--- src/rtl/quad_pkg.sv ---
// Shared constants for the quadrature decoder: Gray states, FSM encoding, direction.
package quad_pkg;

   localparam logic [1:0] S00 = 2'b00;
   localparam logic [1:0] S10 = 2'b10;
   localparam logic [1:0] S11 = 2'b11;
   localparam logic [1:0] S01 = 2'b01;

   localparam logic [0:0] ST_INIT  = 1'b0;
   localparam logic [0:0] ST_TRACK = 1'b1;

   localparam logic DIR_UP   = 1'b0;
   localparam logic DIR_DOWN = 1'b1;

   // Forward successor of a {A,B} Gray state: 00->10->11->01->00.
   function automatic logic [1:0] quad_fwd(input logic [1:0] s);
      logic [1:0] n;
      case (s)
         S00:     n = S10;
         S10:     n = S11;
         S11:     n = S01;
         default: n = S00;
      endcase
      return n;
   endfunction

endpackage

--- src/rtl/quad_decoder_if.sv ---
// Encoder phases, control and decoded outputs of quad_decoder.
interface quad_decoder_if #(parameter int DATAWIDTH = 16);
   logic                 a_in;
   logic                 b_in;
   logic                 idx_in;
   logic                 idx_clr_en;
   logic                 load;
   logic [DATAWIDTH-1:0] load_value;
   logic                 step;
   logic                 down;
   logic                 err;
   logic                 err_flag;
   logic                 idx_pulse;
   logic [DATAWIDTH-1:0] pos;

   modport master (
      output a_in, b_in, idx_in, idx_clr_en, load, load_value,
      input  step, down, err, err_flag, idx_pulse, pos
   );

   modport slave (
      input  a_in, b_in, idx_in, idx_clr_en, load, load_value,
      output step, down, err, err_flag, idx_pulse, pos
   );
endinterface

--- src/rtl/quad_sync.sv ---
// Per-input synchronizer; with QUAD_GLITCH_FILTER_EN defined, adds a 3-sample
// stability filter that contributes 2 cycles of latency.
module quad_sync #(
   parameter int SYNC_STAGES = 2
) (
   input  logic clk,
   input  logic rst,
   input  logic i_d,
   output logic o_q
);

   logic [SYNC_STAGES-1:0] r_sync;

   always_ff @(posedge clk) begin
      if (rst) r_sync <= '0;
      else     r_sync <= {r_sync[SYNC_STAGES-2:0], i_d};
   end

`ifdef QUAD_GLITCH_FILTER_EN
   logic [1:0] r_hist;
   logic       r_filt;
   logic       w_s;
   logic       w_stable;

   assign w_s      = r_sync[SYNC_STAGES-1];
   assign w_stable = (w_s == r_hist[0]) && (w_s == r_hist[1]);

   always_ff @(posedge clk) begin
      if (rst) begin
         r_hist <= '0;
         r_filt <= 1'b0;
      end else begin
         r_hist <= {r_hist[0], w_s};
         if (w_stable) r_filt <= w_s;
      end
   end

   // Pass the third matching sample straight through so the filter costs 2 cycles, not 3.
   assign o_q = w_stable ? w_s : r_filt;
`else
   assign o_q = r_sync[SYNC_STAGES-1];
`endif

endmodule

--- src/rtl/quad_decoder.sv ---
// Quadrature decoder: x4 step/direction, illegal-edge detection, index qualifier
// and wrap-around position register. Optional input filter: QUAD_GLITCH_FILTER_EN.
module quad_decoder
   import quad_pkg::*;
#(
   parameter int                   DATAWIDTH   = 16,
   parameter int                   SYNC_STAGES = 2,
   parameter logic [DATAWIDTH-1:0] START       = '0
) (
   input  logic           clk,
   input  logic           rst,
   quad_decoder_if.slave  bus
);

`ifdef QUAD_GLITCH_FILTER_EN
   localparam int FILL = SYNC_STAGES + 1;
`else
   localparam int FILL = SYNC_STAGES - 1;
`endif

   logic [2:0]           w_raw;
   logic [2:0]           w_syn;
   logic [1:0]           w_ab;
   logic                 w_si;
   logic                 w_up;
   logic                 w_dn;
   logic                 w_bad;
   logic                 w_idx;

   logic [0:0]           r_state;
   logic [1:0]           r_prev;
   logic                 r_si_prev;
   logic [FILL:0]        r_vld_pipe;
   logic                 r_step;
   logic                 r_down;
   logic                 r_err;
   logic                 r_err_flag;
   logic                 r_idx_pulse;
   logic [DATAWIDTH-1:0] r_pos;

   assign w_raw = {bus.a_in, bus.b_in, bus.idx_in};

   for (genvar gi = 0; gi < 3; gi++) begin : g_sync
      quad_sync #(.SYNC_STAGES(SYNC_STAGES)) u_sync (
         .clk (clk),
         .rst (rst),
         .i_d (w_raw[gi]),
         .o_q (w_syn[gi])
      );
   end

   assign w_ab = w_syn[2:1];
   assign w_si = w_syn[0];

   always_comb begin
      w_up  = 1'b0;
      w_dn  = 1'b0;
      w_bad = 1'b0;
      if (r_state == ST_TRACK && w_ab != r_prev) begin
         if (w_ab == quad_fwd(r_prev))      w_up  = 1'b1;
         else if (r_prev == quad_fwd(w_ab)) w_dn  = 1'b1;
         else                               w_bad = 1'b1;
      end
   end

   assign w_idx = (r_state == ST_TRACK) && w_si && !r_si_prev && (w_ab == S11);

   // INIT waits until the synchronizer holds post-reset samples, so the reset
   // zeros are never compared against real encoder levels.
   always_ff @(posedge clk) begin
      if (rst) begin
         r_state     <= ST_INIT;
         r_prev      <= S00;
         r_si_prev   <= 1'b0;
         r_vld_pipe  <= '0;
         r_step      <= 1'b0;
         r_down      <= DIR_UP;
         r_err       <= 1'b0;
         r_err_flag  <= 1'b0;
         r_idx_pulse <= 1'b0;
         r_pos       <= START;
      end else begin
         r_vld_pipe  <= {r_vld_pipe[FILL-1:0], 1'b1};
         r_si_prev   <= w_si;
         r_step      <= w_up | w_dn;
         r_down      <= w_dn ? DIR_DOWN : DIR_UP;
         r_err       <= w_bad;
         r_idx_pulse <= w_idx;

         case (r_state)
            ST_INIT: begin
               if (r_vld_pipe[FILL]) begin
                  r_prev  <= w_ab;
                  r_state <= ST_TRACK;
               end
            end
            default: r_prev <= w_ab;
         endcase

         if (w_bad)         r_err_flag <= 1'b1;
         else if (bus.load) r_err_flag <= 1'b0;

         if (bus.load)                    r_pos <= bus.load_value;
         else if (w_idx && bus.idx_clr_en) r_pos <= START;
         else if (w_up)                   r_pos <= r_pos + 1'b1;
         else if (w_dn)                   r_pos <= r_pos - 1'b1;
      end
   end

   assign bus.step      = r_step;
   assign bus.down      = r_down;
   assign bus.err       = r_err;
   assign bus.err_flag  = r_err_flag;
   assign bus.idx_pulse = r_idx_pulse;
   assign bus.pos       = r_pos;

endmodule

--- src/flat_wrapper.sv ---
// flat-port wrapper written by rule: the top's interface ports become plain ports
module quad_decoder_flat import quad_pkg::*;
#(
   parameter int                   DATAWIDTH   = 16,
   parameter int                   SYNC_STAGES = 2,
   parameter logic [DATAWIDTH-1:0] START       = '0
)
  (clk, rst, bus_a_in, bus_b_in, bus_idx_in, bus_idx_clr_en, bus_load, bus_load_value, bus_step, bus_down, bus_err, bus_err_flag, bus_idx_pulse, bus_pos);
  quad_decoder_if #(.DATAWIDTH(DATAWIDTH)) bus_i ();
  input  logic clk;
  input  logic rst;
  input wire logic [$bits(bus_i.a_in)-1:0] bus_a_in;
  input wire logic [$bits(bus_i.b_in)-1:0] bus_b_in;
  input wire logic [$bits(bus_i.idx_in)-1:0] bus_idx_in;
  input wire logic [$bits(bus_i.idx_clr_en)-1:0] bus_idx_clr_en;
  input wire logic [$bits(bus_i.load)-1:0] bus_load;
  input wire logic [$bits(bus_i.load_value)-1:0] bus_load_value;
  output wire logic [$bits(bus_i.step)-1:0] bus_step;
  output wire logic [$bits(bus_i.down)-1:0] bus_down;
  output wire logic [$bits(bus_i.err)-1:0] bus_err;
  output wire logic [$bits(bus_i.err_flag)-1:0] bus_err_flag;
  output wire logic [$bits(bus_i.idx_pulse)-1:0] bus_idx_pulse;
  output wire logic [$bits(bus_i.pos)-1:0] bus_pos;
  assign bus_i.a_in = bus_a_in;
  assign bus_i.b_in = bus_b_in;
  assign bus_i.idx_in = bus_idx_in;
  assign bus_i.idx_clr_en = bus_idx_clr_en;
  assign bus_i.load = bus_load;
  assign bus_i.load_value = bus_load_value;
  assign bus_step = bus_i.step;
  assign bus_down = bus_i.down;
  assign bus_err = bus_i.err;
  assign bus_err_flag = bus_i.err_flag;
  assign bus_idx_pulse = bus_i.idx_pulse;
  assign bus_pos = bus_i.pos;
  quad_decoder #(.DATAWIDTH(DATAWIDTH), .SYNC_STAGES(SYNC_STAGES), .START(START)) u_core (.clk(clk), .rst(rst), .bus(bus_i));
endmodule
--- config.mk ---
export PLATFORM = sky130hd
export DESIGN_NAME = quad_decoder_flat
export DESIGN_NICKNAME = d
export VERILOG_FILES = /design/src/rtl/quad_pkg.sv /design/src/rtl/quad_decoder_if.sv /design/src/rtl/quad_sync.sv /design/src/rtl/quad_decoder.sv /design/src/flat_wrapper.sv
export SDC_FILE = /design/constraint.sdc
export NUM_CORES = 1
export LEC_CHECK = 0
export ABC_AREA = 1
export ABC_CLOCK_PERIOD_IN_PS = 6450
export BUFFER_PORTS_ARGS = -buffer_cell sky130_fd_sc_hd__buf_4
export CAP_MARGIN = 30
export CORE_MARGIN = 5
export CORE_UTILIZATION = 59
export DETAILED_ROUTE_END_ITERATION = 10
export PLACE_DENSITY = 0.85
export SLEW_MARGIN = 20
export SYNTH_ARGS = -nofsm -noshare
export SYNTH_HDL_FRONTEND = slang
export SYNTH_HIERARCHICAL = 1
export SYNTH_SLANG_ARGS = --single-unit
--- constraint.sdc ---
create_clock -name clk -period 6.45 [get_ports clk]
set_input_delay 0.9675 -clock clk [delete_from_list [all_inputs] [get_ports clk]]
set_output_delay 0.9675 -clock clk [all_outputs]
set_load 0.01 [all_outputs]
Word level (Yosys, flattened, before mapping) --
Index checks and enable logic that the tools add are counted. Widths: inputs -> output; s select.
Storage, ports and cells: input port bits 23, output and inout port bits 21, word-level logic and storage cells 60, flip-flop bits (word level) 33
Cells by class: add/subtract/negate cells 2, equal/unequal tests 7, mux-type cells 25, bitwise operators 1, reduce and logical (&&, ||, !) cells 11
Operators with widths (count):
- $mux 16 | 4
- $add 16x1->16 const B | 1
- $sub 16x1->16 const B | 1
- $mux 1 | 14
- $pmux 2 s3 | 2
- $mux 2 | 5
- $eq 2x2->1 const B | 4
- $logic_and 1x1->1 | 5
- $eq 2x2->1 | 2
- $logic_not 2->1 | 2
- $reduce_bool 2->1 | 2
- $reduce_bool 4->1 | 1
- $ne 2x2->1 | 1
- $logic_not 1->1 | 1
- $or 1x1->1 | 1

Logic depth before layout (Yosys ltp) --
Gate-level depths: netlist of run 1.
word-level depth 14, gate-level depth with buffers 17, gate-level depth less buffers 17

Hierarchy --
Netlist of run 1, hierarchy kept.
Modules (own cells, without submodules):
- quad_decoder | area each 2069.5 µm², times used 1, cells each 320
- quad_sync | area each 55.1 µm², times used 3, cells each 6

Worst setup path before layout of run 1 --
Ideal clock, no wire load.
path type register to register, from register u_core.g_sync[2].u_sync.r_sync[1], to register u_core.r_pos[11] (netlist: u_core/bus.pos[11]), arrival time 2.447 ns, slack 3.933 ns, cell stages (with the launch flop) 15, buffers on the path 0, cells stage by stage dfxtp_1 > inv_2 > nand2_1 > nand2_2 > nor2_4 > nand3_1 > ha_1 > or2_2 > nand3_1 > nand2_1 > nand2_1 > nand2_1 > nand2_1 > nand3_1 > a21oi_1
On the way: longest elaborated chain between the ends 9
RTL lines:
- start, declared | RTL line quad_sync.sv:12 | logic [SYNC_STAGES-1:0] r_sync;
- start signal, assigned | RTL line quad_sync.sv:16 | else r_sync <= {r_sync[SYNC_STAGES-2:0], i_d};
- $eq 2x2->1, or another cell as far along | RTL line quad_pkg.sv:18, quad_decoder.sv:66
- $pmux 2 s3 | RTL line quad_pkg.sv:18 | case (s)
- $mux 2 | RTL line quad_decoder.sv:60 | if (w_ab == quad_fwd(r_prev)) w_up = 1'b1;
- $mux 2 | RTL line quad_decoder.sv:59 | if (r_state == ST_TRACK && w_ab != r_prev) begin
- $eq 2x2->1 | RTL line quad_decoder.sv:61 | else if (r_prev == quad_fwd(w_ab)) w_dn = 1'b1;
- $mux 1 | RTL line quad_decoder.sv:61
- $mux 1 | RTL line quad_decoder.sv:60
- $mux 1 | RTL line quad_decoder.sv:59
- $reduce_bool 4->1 (no source line)
- end signal, assigned | RTL line quad_decoder.sv:103 | if (bus.load) r_pos <= bus.load_value;
- end signal, assigned | RTL line quad_decoder.sv:105 | else if (w_up) r_pos <= r_pos + 1'b1;
- end signal, assigned | RTL line quad_decoder.sv:106 | else if (w_dn) r_pos <= r_pos - 1'b1;
- end, declared | RTL line quad_decoder.sv:39 | logic [DATAWIDTH-1:0] r_pos;
Parallel ways exist; a longest one is shown, timed or not. The select of a mux whose other input is x is not followed. A chain may end at the register's enable or synchronous reset.

Final worst setup path of run 1 --
Ends and elaborated chain as after synthesis.

==> flow_metrics.tcl, run 1 <==
set metrics [dict create \
    synth.cell_area_um2 2230 \
    fp-row-count 22 \
    dp_slack_ns 3.38 \
    power_frac_clock 0.243 \
    insertion_delay_ns 0.28 \
    grt_max_degree 21 \
    root_buffer "clkbuf_8" \
    die_y_um 71.5 \
    setup_slack_ns 3.28 \
    synth_top_area_frac 0.296 \
    drcViolationCount 0 \
    status "finished clean" \
    critPathKind "register to register" \
    required_ns 6.66 \
    synth_top_area_cell "dfxtp_1" \
    via_count 2311 \
    tightest_slew_ns 0.863 \
    grt_pass1_vias 2149 \
    yosysWarningCount 6 \
    synthTopCellsByArea "dfxtp_1, nand2_1, ha_1" \
    power_density_nw_per_um2 239 \
    clk_pin_slew_ns 0.07 \
    firstDrtPassIters 5 \
    slew_headroom 0.423 \
    avgSynthCellArea_um2 6.61 \
    final_cell_mix "nand2_1, buf_4, inv_1" \
    routed_wl_um 5810 \
    grt_pass1_wl_um 9450 \
    postRouteAntennaNets 0 \
    first_iter_violations 152 \
    avgRoutedWirePerCell_um 13.6 \
    antenna_found_initial 0 \
    rsz0062_at_grt "false" \
    netSwitchingPower_uw 244 \
    peakVddDrop_mv 0.195 \
    fill_cells 307 \
    postCtsSetupBuffers 0 \
    report.final.slew_viol_count 0 \
    grt_overflow 0 \
    fin_skew_ns 0.00563 \
    final_common_cell "nand2_1" \
    startpoint_type "register" \
    dieArea_um2 5120 \
    cp_max_fo 19 \
    seq_power_share 0.368 \
    cts_tree "yes" \
    htree_levels 2 \
    multi_input_area_um2 1340 \
    grt_util_all_layers 0.228 \
    cp-end-kind "register" \
    n_antenna_cell 0 \
    drive_gt1_frac 0.197 \
    port_buffers 43 \
    swShare 0.386 \
    maxCapViolations 0 \
    synthDistinctLibCells 28 \
    io_pins 44 \
    power_frac_comb 0.388 \
    finalCriticalPeriod_ns 3.17 \
    fmax_mhz 316 \
    cts_buffers 5 \
    place_inst 421 \
    start_util 0.610 \
    fin_tns_setup_ns 0 \
    p_leak_nw 1.38 \
    cts_resized 0 \
    gp_congestion 0.975 \
    dp_hpwl_um 4140 \
    clkSinkCount 33 \
    cts_buffer_depth 2 \
    core_area_um2 3660 \
    hold-worst-slack_ns 0.403 \
    hold_viol 0 \
    ff_latch_area_um2 661 \
    setup_viol 0 \
    layoutNonFillerInstCount 429 \
    final_util 0.723 \
    die_w_um 71.5 \
    vias_per_cell 5.39 \
    intPower_uw 388 \
    period_share 0.491 \
    seq_area_frac_synth 0.296 \
    areaGrowthSynthToFinish_pct 18.4 \
    netlist_instances 338 \
    ys_seq_elements 33 \
    hold_buffers 0 \
    cp.arrival_ns 3.38 \
    fin_nets 420 \
    syn_nets 378 \
    min_path_type "register to register" \
]
## flip-flops by register name (all words and copies together), names as in the netlist
name                         count
u_core/g_sync.u_sync/r_sync      6
u_core/r_state                   1
u_core/bus.err                   1
u_core/bus.down                  1
u_core/r_prev                    2
u_core/bus.step                  1
u_core/r_vld_pipe                2
u_core/bus.err_flag              1
u_core/bus.idx_pulse             1
u_core/r_si_prev                 1
u_core/bus.pos                  16
## layout make-up
cell class | count | share of cell area
flip-flops and latches | 33 | 0.250
well taps | 48 | 0.0227
clock inverters | 3 | 0.00662
repair buffers | 43 | 0.122
clock buffers | 5 | 0.0260
inverters | 47 | 0.0686
multi-input cells | 250 | 0.504
## cell usage after synthesis, drive strengths merged
library cell  count
clkbuf            3
xor2              2
a21o              2
nand2            96
and2              1
buf               5
o21ai            22
nand4             6
dfxtp            33
o21bai            1
nor3              4
ha               16
nand3            19
xnor2             1
a22oi             2
a21oi            42
fa                1
nor2             29
or2               2
inv              47
nand3b            4
## per-layer routing
metal  GRT usage  routed length, µm  up-vias
met5           0                  0        -
met2       0.398               2760       89
met1       0.281               2540     1029
met3      0.0379                392       16
li1            -                  -     1177
met4      0.0814                121        0
## through the flow
step / total power, mW / cell area, µm²
6_report: 0.632 / 2650
3_3_place_gp: 0.468 / 2560
5_1_grt: 0.674 / 2650
2_1_floorplan: 0.408 / 2230
4_1_cts: 0.628 / 2650
3_5_place_dp: 0.473 / 2560
## critical path, stage by stage (launching register included)
cell and delay (ns):
dfxtp_1 0.39, inv_2 0.05, nand2_1 0.08, nand2_2 0.07, nor2_4 0.14, nand3_1 0.65, ha_1 0.64, or2_2 0.32
nand3_1 0.09, nand2_1 0.15, nand2_1 0.13, nand2_1 0.06, nand2_1 0.05, nand3_1 0.09, a21oi_1 0.17
## cells by family (layout without fill, tap and decap cells)
family	after synthesis	count (layout)	synth area share
compound gates	69	69	0.177
buf+inv	55	98	0.107
flops	33	33	0.296
xor+xnor	3	3	0.0118
simple gates	161	161	0.310
fa+ha+maj	17	17	0.0985
## power by group through the flow
| stage | Sequential [mW] | Combinational [mW] | Clock, mW |
|---|---|---|---|
| floorplan | 0.240 | 0.169 | 0 |
| global placement | 0.237 | 0.232 | 0 |
| detailed placement | 0.237 | 0.236 | 0 |
| CTS | 0.233 | 0.240 | 0.156 |
| global route | 0.235 | 0.273 | 0.165 |
| finish | 0.233 | 0.246 | 0.154 |
## path summary, 6_finish.rpt
kind                                           startpoint                                      endpoint  slack [ns]  cells past startpoint
min          u_core/g_sync[0].u_sync/r_sync[0]$_SDFF_PP0_  u_core/g_sync[0].u_sync/r_sync[1]$_SDFF_PP0_        0.40                      2
min reg2reg  u_core/g_sync[0].u_sync/r_sync[0]$_SDFF_PP0_  u_core/g_sync[0].u_sync/r_sync[1]$_SDFF_PP0_        0.40                      2
max          u_core/g_sync[2].u_sync/r_sync[1]$_SDFF_PP0_               u_core/bus.pos[11]$_SDFFE_PP0P_        3.28                     14
max reg2reg  u_core/g_sync[2].u_sync/r_sync[1]$_SDFF_PP0_               u_core/bus.pos[11]$_SDFFE_PP0P_        3.28                     14
Power figures use the tool's default switching activity.
==> run 2, diff against run 1 <==
--- a/config.mk
+++ b/config.mk
@@ -5,14 +5,14 @@
 export SDC_FILE = /design/constraint.sdc
 export NUM_CORES = 1
 export LEC_CHECK = 0
-export ABC_AREA = 1
-export ABC_CLOCK_PERIOD_IN_PS = 6450
+export ABC_AREA = 0
+export ABC_CLOCK_PERIOD_IN_PS = 2670
 export BUFFER_PORTS_ARGS = -buffer_cell sky130_fd_sc_hd__buf_4
 export CAP_MARGIN = 30
 export CORE_MARGIN = 5
-export CORE_UTILIZATION = 59
+export CORE_UTILIZATION = 49
 export DETAILED_ROUTE_END_ITERATION = 10
-export PLACE_DENSITY = 0.85
+export PLACE_DENSITY = 0.76
 export SLEW_MARGIN = 20
 export SYNTH_ARGS = -nofsm -noshare
 export SYNTH_HDL_FRONTEND = slang
==> constraint.sdc (replaced) <==
create_clock -name clk -period 2.67 [get_ports clk]
set_input_delay 0.4005 -clock clk [delete_from_list [all_inputs] [get_ports clk]]
set_output_delay 0.4005 -clock clk [all_outputs]
set_load 0.01 [all_outputs]
==> run 2 against run 1 <==
  * Sequential cell count stayed put
  * Highest routed layer unchanged
  * Sequential share of layout area decreased by 1.3 points
  * First-iteration DRC count decreased by 0.66%
  * Clock power increased to 3.2 times the previous value
  * Setup slack worse by 3.2 ns
  * Combinational power increased by 110%
  * Clock skew is 0.0035 ns lower
  * Critical path type unchanged
==> flow_metrics.tcl, run 2 <==
set metrics [dict create \
    synth_top_area_frac 0.323 \
    startpoint "u_core/r_prev[1]$_SDFFE_PP0P_" \
    place_inst 331 \
    final_common_cell "buf_4" \
    antenna_found_initial 0 \
    cts_buffers 5 \
    cp.arrival_ns 2.74 \
    fmax_mhz 392 \
    period_share 0.955 \
    synthAdderAreaFrac 0.108 \
    vias_per_cell 5.97 \
    slew_headroom 0.618 \
    synthTopCellsByArea "dfxtp_1, ha_1, xnor2_1" \
    start_util 0.507 \
    synth_common_cells "dfxtp_1, nand2_1, ha_1, nor2_1, xnor2_1" \
    hp-start "bus_idx_in" \
    areaGrowthSynthToFinish_pct 37.6 \
    synthXorXnorAreaFrac 0.0765 \
    via_count 2036 \
    core_area_um2 4030 \
    maxCapViolations 0 \
    avgSynthCellArea_um2 8.97 \
    final_cell_mix "buf_4, dfxtp_1, nand2_1" \
    fin_tns_setup_ns 0 \
    dp_hpwl_um 3980 \
    synth-simple-area-share 0.187 \
    synth_edf_count 0 \
    synth.most_common_cell "dfxtp_1" \
    grt_max_degree 32 \
    htree_levels 2 \
    hold_viol 0 \
    setup_viol 0 \
    routed_wl_um 5810 \
    startpoint_type "register" \
    critPathKind "register to register" \
    grt_util_all_layers 0.207 \
    grt_pass1_wl_um 8780 \
    die_w_um 74.6 \
    drcViolationCount 0 \
    n_antenna_cell 0 \
    highest_layer "met4" \
    rrSetupSlack_ns 0.12 \
    cts_tree "yes" \
    cp-end-kind "register" \
    synth_mux_area_frac 0.0330 \
    p_leak_nw 1.24 \
    cts_buffer_depth 2 \
    grt_overflow 0 \
    seq_area_frac_synth 0.323 \
    async_reset_ff_frac 0 \
    clk_pin_slew_ns 0.07 \
    reg2reg_depth 11 \
    syn_nets 268 \
    largest_register_ffs 16 \
    ys_seq_elements 33 \
    io_pins 44 \
    cp_max_fo 6 \
    wl_met1_um 2470 \
    synth_top_family_by_area "compound AO/OA/AOI/OAI gates" \
    reg2reg_from "u_core/r_prev[1]$_SDFFE_PP0P_" \
    hold_depth 2 \
    clkSinkCount 33 \
    synth_compound_area_frac 0.234 \
    gp_congestion 0.897 \
    fp-row-count 23 \
    layoutNonFillerInstCount 341 \
    dieArea_um2 5560 \
    final_util 0.698 \
    insertion_delay_ns 0.30 \
    fill_cells 326 \
    met2WireLength_um 2830 \
    report.final.slew_viol_count 0 \
    drive_gt1_frac 0.351 \
    reg2reg_to "u_core/bus.pos[14]$_SDFFE_PP0P_" \
    met3_length_um 390 \
    min_path_type "primary input to register" \
    required_ns 2.86 \
    port_buffers 43 \
    fin_skew_ns 0.00218 \
    yosysWarningCount 6 \
    grt_pass1_vias 1914 \
    netlist_instances 228 \
    synthFlopType "dfxtp_1" \
    synthDistinctLibCells 52 \
    synth_top_area_cell "dfxtp_1" \
    die_y_um 74.6 \
    status "finished clean" \
    whs_endpoint "u_core/g_sync[0].u_sync/r_sync[0]$_SDFF_PP0_" \
    tightest_slew_ns 0.571 \
    power_density_nw_per_um2 551 \
    postRouteAntennaNets 0 \
    fin_nets 330 \
    finalCriticalPeriod_ns 2.55 \
    peakVddDrop_mv 0.278 \
    firstDrtPassIters 4 \
    first_iter_violations 151 \
    avgRoutedWirePerCell_um 17.0 \
    root_buffer "clkbuf_8" \
    synth.cell_area_um2 2040 \
]
[run 2: cell count changes after synthesis, sizes merged, moves of 6 or more]
cell,change
nand3,-14
o21ai,-14
inv,-44
nand2,-76
a21oi,-31
a21o,+8
a221oi,+6
nor2b,+9
nor2,-13
xnor2,+13
[run 2: metal layers]
metal | global-route usage | vias to the layer above
met2 | 0.332 | 86
met1 | 0.261 | 962
li1 | - | 977
met4 | 0.0949 | 0
met5 | 0 | -
met3 | 0.0500 | 11
[run 2: where the power goes]
part           internal [mW]  leakage [nW]  total, mW  switching (mW)
Clock                  0.279        0.0543      0.486           0.207
Sequential             0.520         0.273      0.547          0.0271
Combinational          0.264         0.909      0.518           0.255
[run 2: logic make-up after synthesis]
| group | after synthesis |
|---|---|
| and+or+nand+nor | 73 |
| AOI/OAI and AO/OA | 66 |
| DFF | 33 |
| xor gates and xnor gates | 17 |
| adders and majority gates | 17 |
| buffers and inverters | 16 |
| muxes | 6 |
[run 2: cell type report]
cell class	instances	area, µm²	area share
Inverter	3	11.3	0.00400
Multi-Input combinational cell	179	1420	0.504
Clock inverter	3	46.3	0.0165
Timing Repair Buffer	68	541	0.192
Tap cell	50	62.6	0.0222
Sequential cell	33	667	0.237
Clock buffer	5	68.8	0.0245
[run 2: critical path: stages, from the launching register on]
cell	delay, ns
dfxtp_2	0.34
xor2_2	0.17
nor2_1	0.11
nand2_2	0.11
buf_12	0.16
ha_1	0.33
a21oi_1	0.18
nand2_1	0.10
a41oi_2	0.22
o311ai_1	0.15
a2111oi_1	0.33
and4b_1	0.23
[run 2: worst max-delay path by stage]
| stage | endpoint | slack (ns) | cells after the start |
|---|---|---|---|
| final | u_core/bus.pos[14]$_SDFFE_PP0P_ | 0.12 | 11 |
| after CTS | u_core/bus.pos[15]$_SDFFE_PP0P_ | 0.04 | 11 |
| after global placement | u_core/bus.pos[9]$_SDFFE_PP0P_ | 0.11 | 11 |
| after global routing | u_core/bus.pos[14]$_SDFFE_PP0P_ | -0.06 | 11 |
| after floorplan | u_core/bus.pos[14]$_SDFFE_PP0P_ | 0.1 | 10 |
| after detailed placement | u_core/bus.pos[15]$_SDFFE_PP0P_ | 0.07 | 11 |
[run 2: per-stage QoR]
step	power [mW]	area [µm²]	worst slack [ns]	hold slack, ns
after global routing	1.63	2810	-0.0574	0.306
after CTS	1.50	2670	0.0351	0.312
after global placement	1.01	2560	0.112	0.417
after detailed placement	1.02	2560	0.0713	0.427
after floorplan	0.852	2050	0.0968	0.414
final	1.55	2810	0.120	0.312
[run 2: repair_timing]
item	in CTS	in global routing
setup endpoints to repair	0	6
hold buffers	0	0
gates resized for setup	0	18
buffers inserted	0	2
hold endpoints to repair	0	0
==> run 3, diff against run 2 <==
--- a/config.mk
+++ b/config.mk
@@ -13,6 +13,7 @@
 export CORE_UTILIZATION = 49
 export DETAILED_ROUTE_END_ITERATION = 10
 export PLACE_DENSITY = 0.76
+export REMOVE_ABC_BUFFERS = 1
 export SLEW_MARGIN = 20
 export SYNTH_ARGS = -nofsm -noshare
 export SYNTH_HDL_FRONTEND = slang
==> run 3 against run 2 <==
  * Clock skew is 0.0047 ns higher
  * Setup slack worse by 0.026 ns
  * Clock-buffer cell count is 1 higher
  * Clock power is 2% higher
  * Sequential cell count stayed put
  * Sequential share of layout area is 0.79 points higher
  * First-iteration DRC count is 23% lower
  * Wire length is 3.9% lower
  * Critical endpoint is now u_core/bus.pos[9]$_SDFFE_PP0P_
==> flow_metrics.tcl, run 3 (synthesis gave the netlist of run 2 again) <==
set metrics [dict create \
    reg2reg_to "u_core/bus.pos[9]$_SDFFE_PP0P_" \
    crit_path_max_incr_delay_ns 0.34 \
    startpoint "u_core/r_prev[1]$_SDFFE_PP0P_" \
    maxCapViolations 0 \
    met2WireLength_um 2700 \
    avgRoutedWirePerCell_um 16.7 \
    gp_congestion 0.847 \
    grt_pass1_wl_um 8710 \
    grt_pass1_vias 1878 \
    fill_cells 354 \
    hold_buffers 0 \
    fp-row-count 23 \
    cp-endpoint "u_core/bus.pos[9]$_SDFFE_PP0P_" \
    hold-worst-slack_ns 0.317 \
    highest_layer "met4" \
    finalCriticalPeriod_ns 2.58 \
    period_share 0.965 \
    firstDrtPassIters 4 \
    areaGrowthSynthToFinish_pct 32.6 \
    clk_pin_slew_ns 0.07 \
    grt_max_degree 32 \
    dieArea_um2 5560 \
    setup_viol 0 \
    cp-end-kind "register" \
    status "finished clean" \
    final_util 0.673 \
    htree_levels 2 \
    first_iter_violations 117 \
    fmax_mhz 388 \
    final_cell_mix "buf_4, dfxtp_1, nand2_1" \
    critPathTopFamily "compound AO/OA/AOI/OAI gates" \
    slew_headroom 0.606 \
    place_inst 326 \
    hold_depth 2 \
    power_mw 1.54 \
    met3_length_um 451 \
    die_w_um 74.6 \
    cts_buffers 5 \
    cts_tree "yes" \
    final_common_cell "buf_4" \
    required_ns 2.85 \
    p_leak_nw 1.20 \
    reg2reg_from "u_core/r_prev[1]$_SDFFE_PP0P_" \
    clkSinkCount 33 \
    cp_max_fo 18 \
    fin_tns_setup_ns 0 \
    drive_gt1_frac 0.326 \
    wl_met1_um 2300 \
    antenna_found_initial 0 \
    grt_overflow 0 \
    fin_nets 324 \
    via_count 1967 \
    io_pins 44 \
    routed_wl_um 5580 \
    peakVddDrop_mv 0.270 \
    vias_per_cell 5.87 \
    postRouteAntennaNets 0 \
    reg2reg_depth 12 \
    start_util 0.507 \
    grt_util_all_layers 0.202 \
    layoutNonFillerInstCount 335 \
    rrSetupSlack_ns 0.09 \
    placed_area_um2 2510 \
    critPathBufInv 2 \
    startpoint_type "register" \
    largest_register_ffs 16 \
    dp_hpwl_um 3940 \
    core_area_um2 4030 \
    insertion_delay_ns 0.29 \
    setup_slack_ns 0.0936 \
    critPathKind "register to register" \
    stdcell_area_um2 2710 \
    crit_cells 12 \
    die_y_um 74.6 \
    fin_skew_ns 0.00691 \
    min_path_type "primary input to register" \
    port_buffers 43 \
    cts_buffer_depth 2 \
    cp.arrival_ns 2.76 \
    hold_viol 0 \
    root_buffer "clkbuf_8" \
    worstPathCellList "xor2_2 > nor2_1 > nand2_1 > buf_12 > ha_1 > a21o_1 > a221oi_4 > o21bai_1 > a31oi_1 > buf_4 > o22ai_1 > a41o_1" \
    drcViolationCount 0 \
    cp_slowest_cell "dfxtp_2" \
    n_antenna_cell 0 \
    power_density_nw_per_um2 567 \
    report.final.slew_viol_count 0 \
    tightest_slew_ns 0.589 \
    dp_slack_ns 0.0273 \
]
run 3: cell type report:
cell class              instances  area (µm²)  share of cell area
inverters                       3        11.3             0.00415
clock buffers                   6        82.6              0.0305
flip-flops and latches         33         664               0.245
repair buffers                 62         478               0.176
well taps                      50        62.6              0.0231
clock inverters                 2        37.5              0.0138
multi-input cells             179        1380               0.507
run 3: worst min path at each step:
| stage | start | to | slack [ns] |
|---|---|---|---|
| 2_1_floorplan | u_core/g_sync[0].u_sync/r_sync[0]$_SDFF_PP0_ | u_core/g_sync[0].u_sync/r_sync[1]$_SDFF_PP0_ | 0.41 |
| 3_3_place_gp | u_core/r_vld_pipe[0]$_DFF_P_ | u_core/r_vld_pipe[1]$_SDFF_PP0_ | 0.42 |
| 3_5_place_dp | u_core/g_sync[0].u_sync/r_sync[0]$_SDFF_PP0_ | u_core/g_sync[0].u_sync/r_sync[1]$_SDFF_PP0_ | 0.42 |
| 4_1_cts | bus_idx_in | u_core/g_sync[0].u_sync/r_sync[0]$_SDFF_PP0_ | 0.32 |
| 5_1_grt | bus_b_in | u_core/g_sync[1].u_sync/r_sync[0]$_SDFF_PP0_ | 0.32 |
| 6_report | bus_b_in | u_core/g_sync[1].u_sync/r_sync[0]$_SDFF_PP0_ | 0.32 |
run 3: report_power, final:
| group | internal [mW] | leakage, nW | switching (mW) |
|---|---|---|---|
| logic | 0.248 | 0.868 | 0.245 |
| registers | 0.521 | 0.273 | 0.0246 |
| clock network | 0.303 | 0.0574 | 0.194 |
run 3: repair_timing:
item | CTS | global route
setup buffers | 0 | 1
setup endpoints to repair | 0 | 8
gates resized for setup | 0 | 15
run 3: worst register-to-register path, cell delays in order, from the launching register on:
cell and delay [ns]:
dfxtp_2 0.34, xor2_2 0.17, nor2_1 0.10, nand2_1 0.09
buf_12 0.17, ha_1 0.32, a21o_1 0.21, a221oi_4 0.34
o21bai_1 0.14, a31oi_1 0.15, buf_4 0.16, o22ai_1 0.07
a41o_1 0.21
run 3: metal layers:
| metal | track usage | vias up |
|---|---|---|
| met4 | 0.0711 | 0 |
| met3 | 0.0459 | 13 |
| met1 | 0.270 | 926 |
| met5 | 0 | - |
| li1 | - | 958 |
| met2 | 0.319 | 70 |
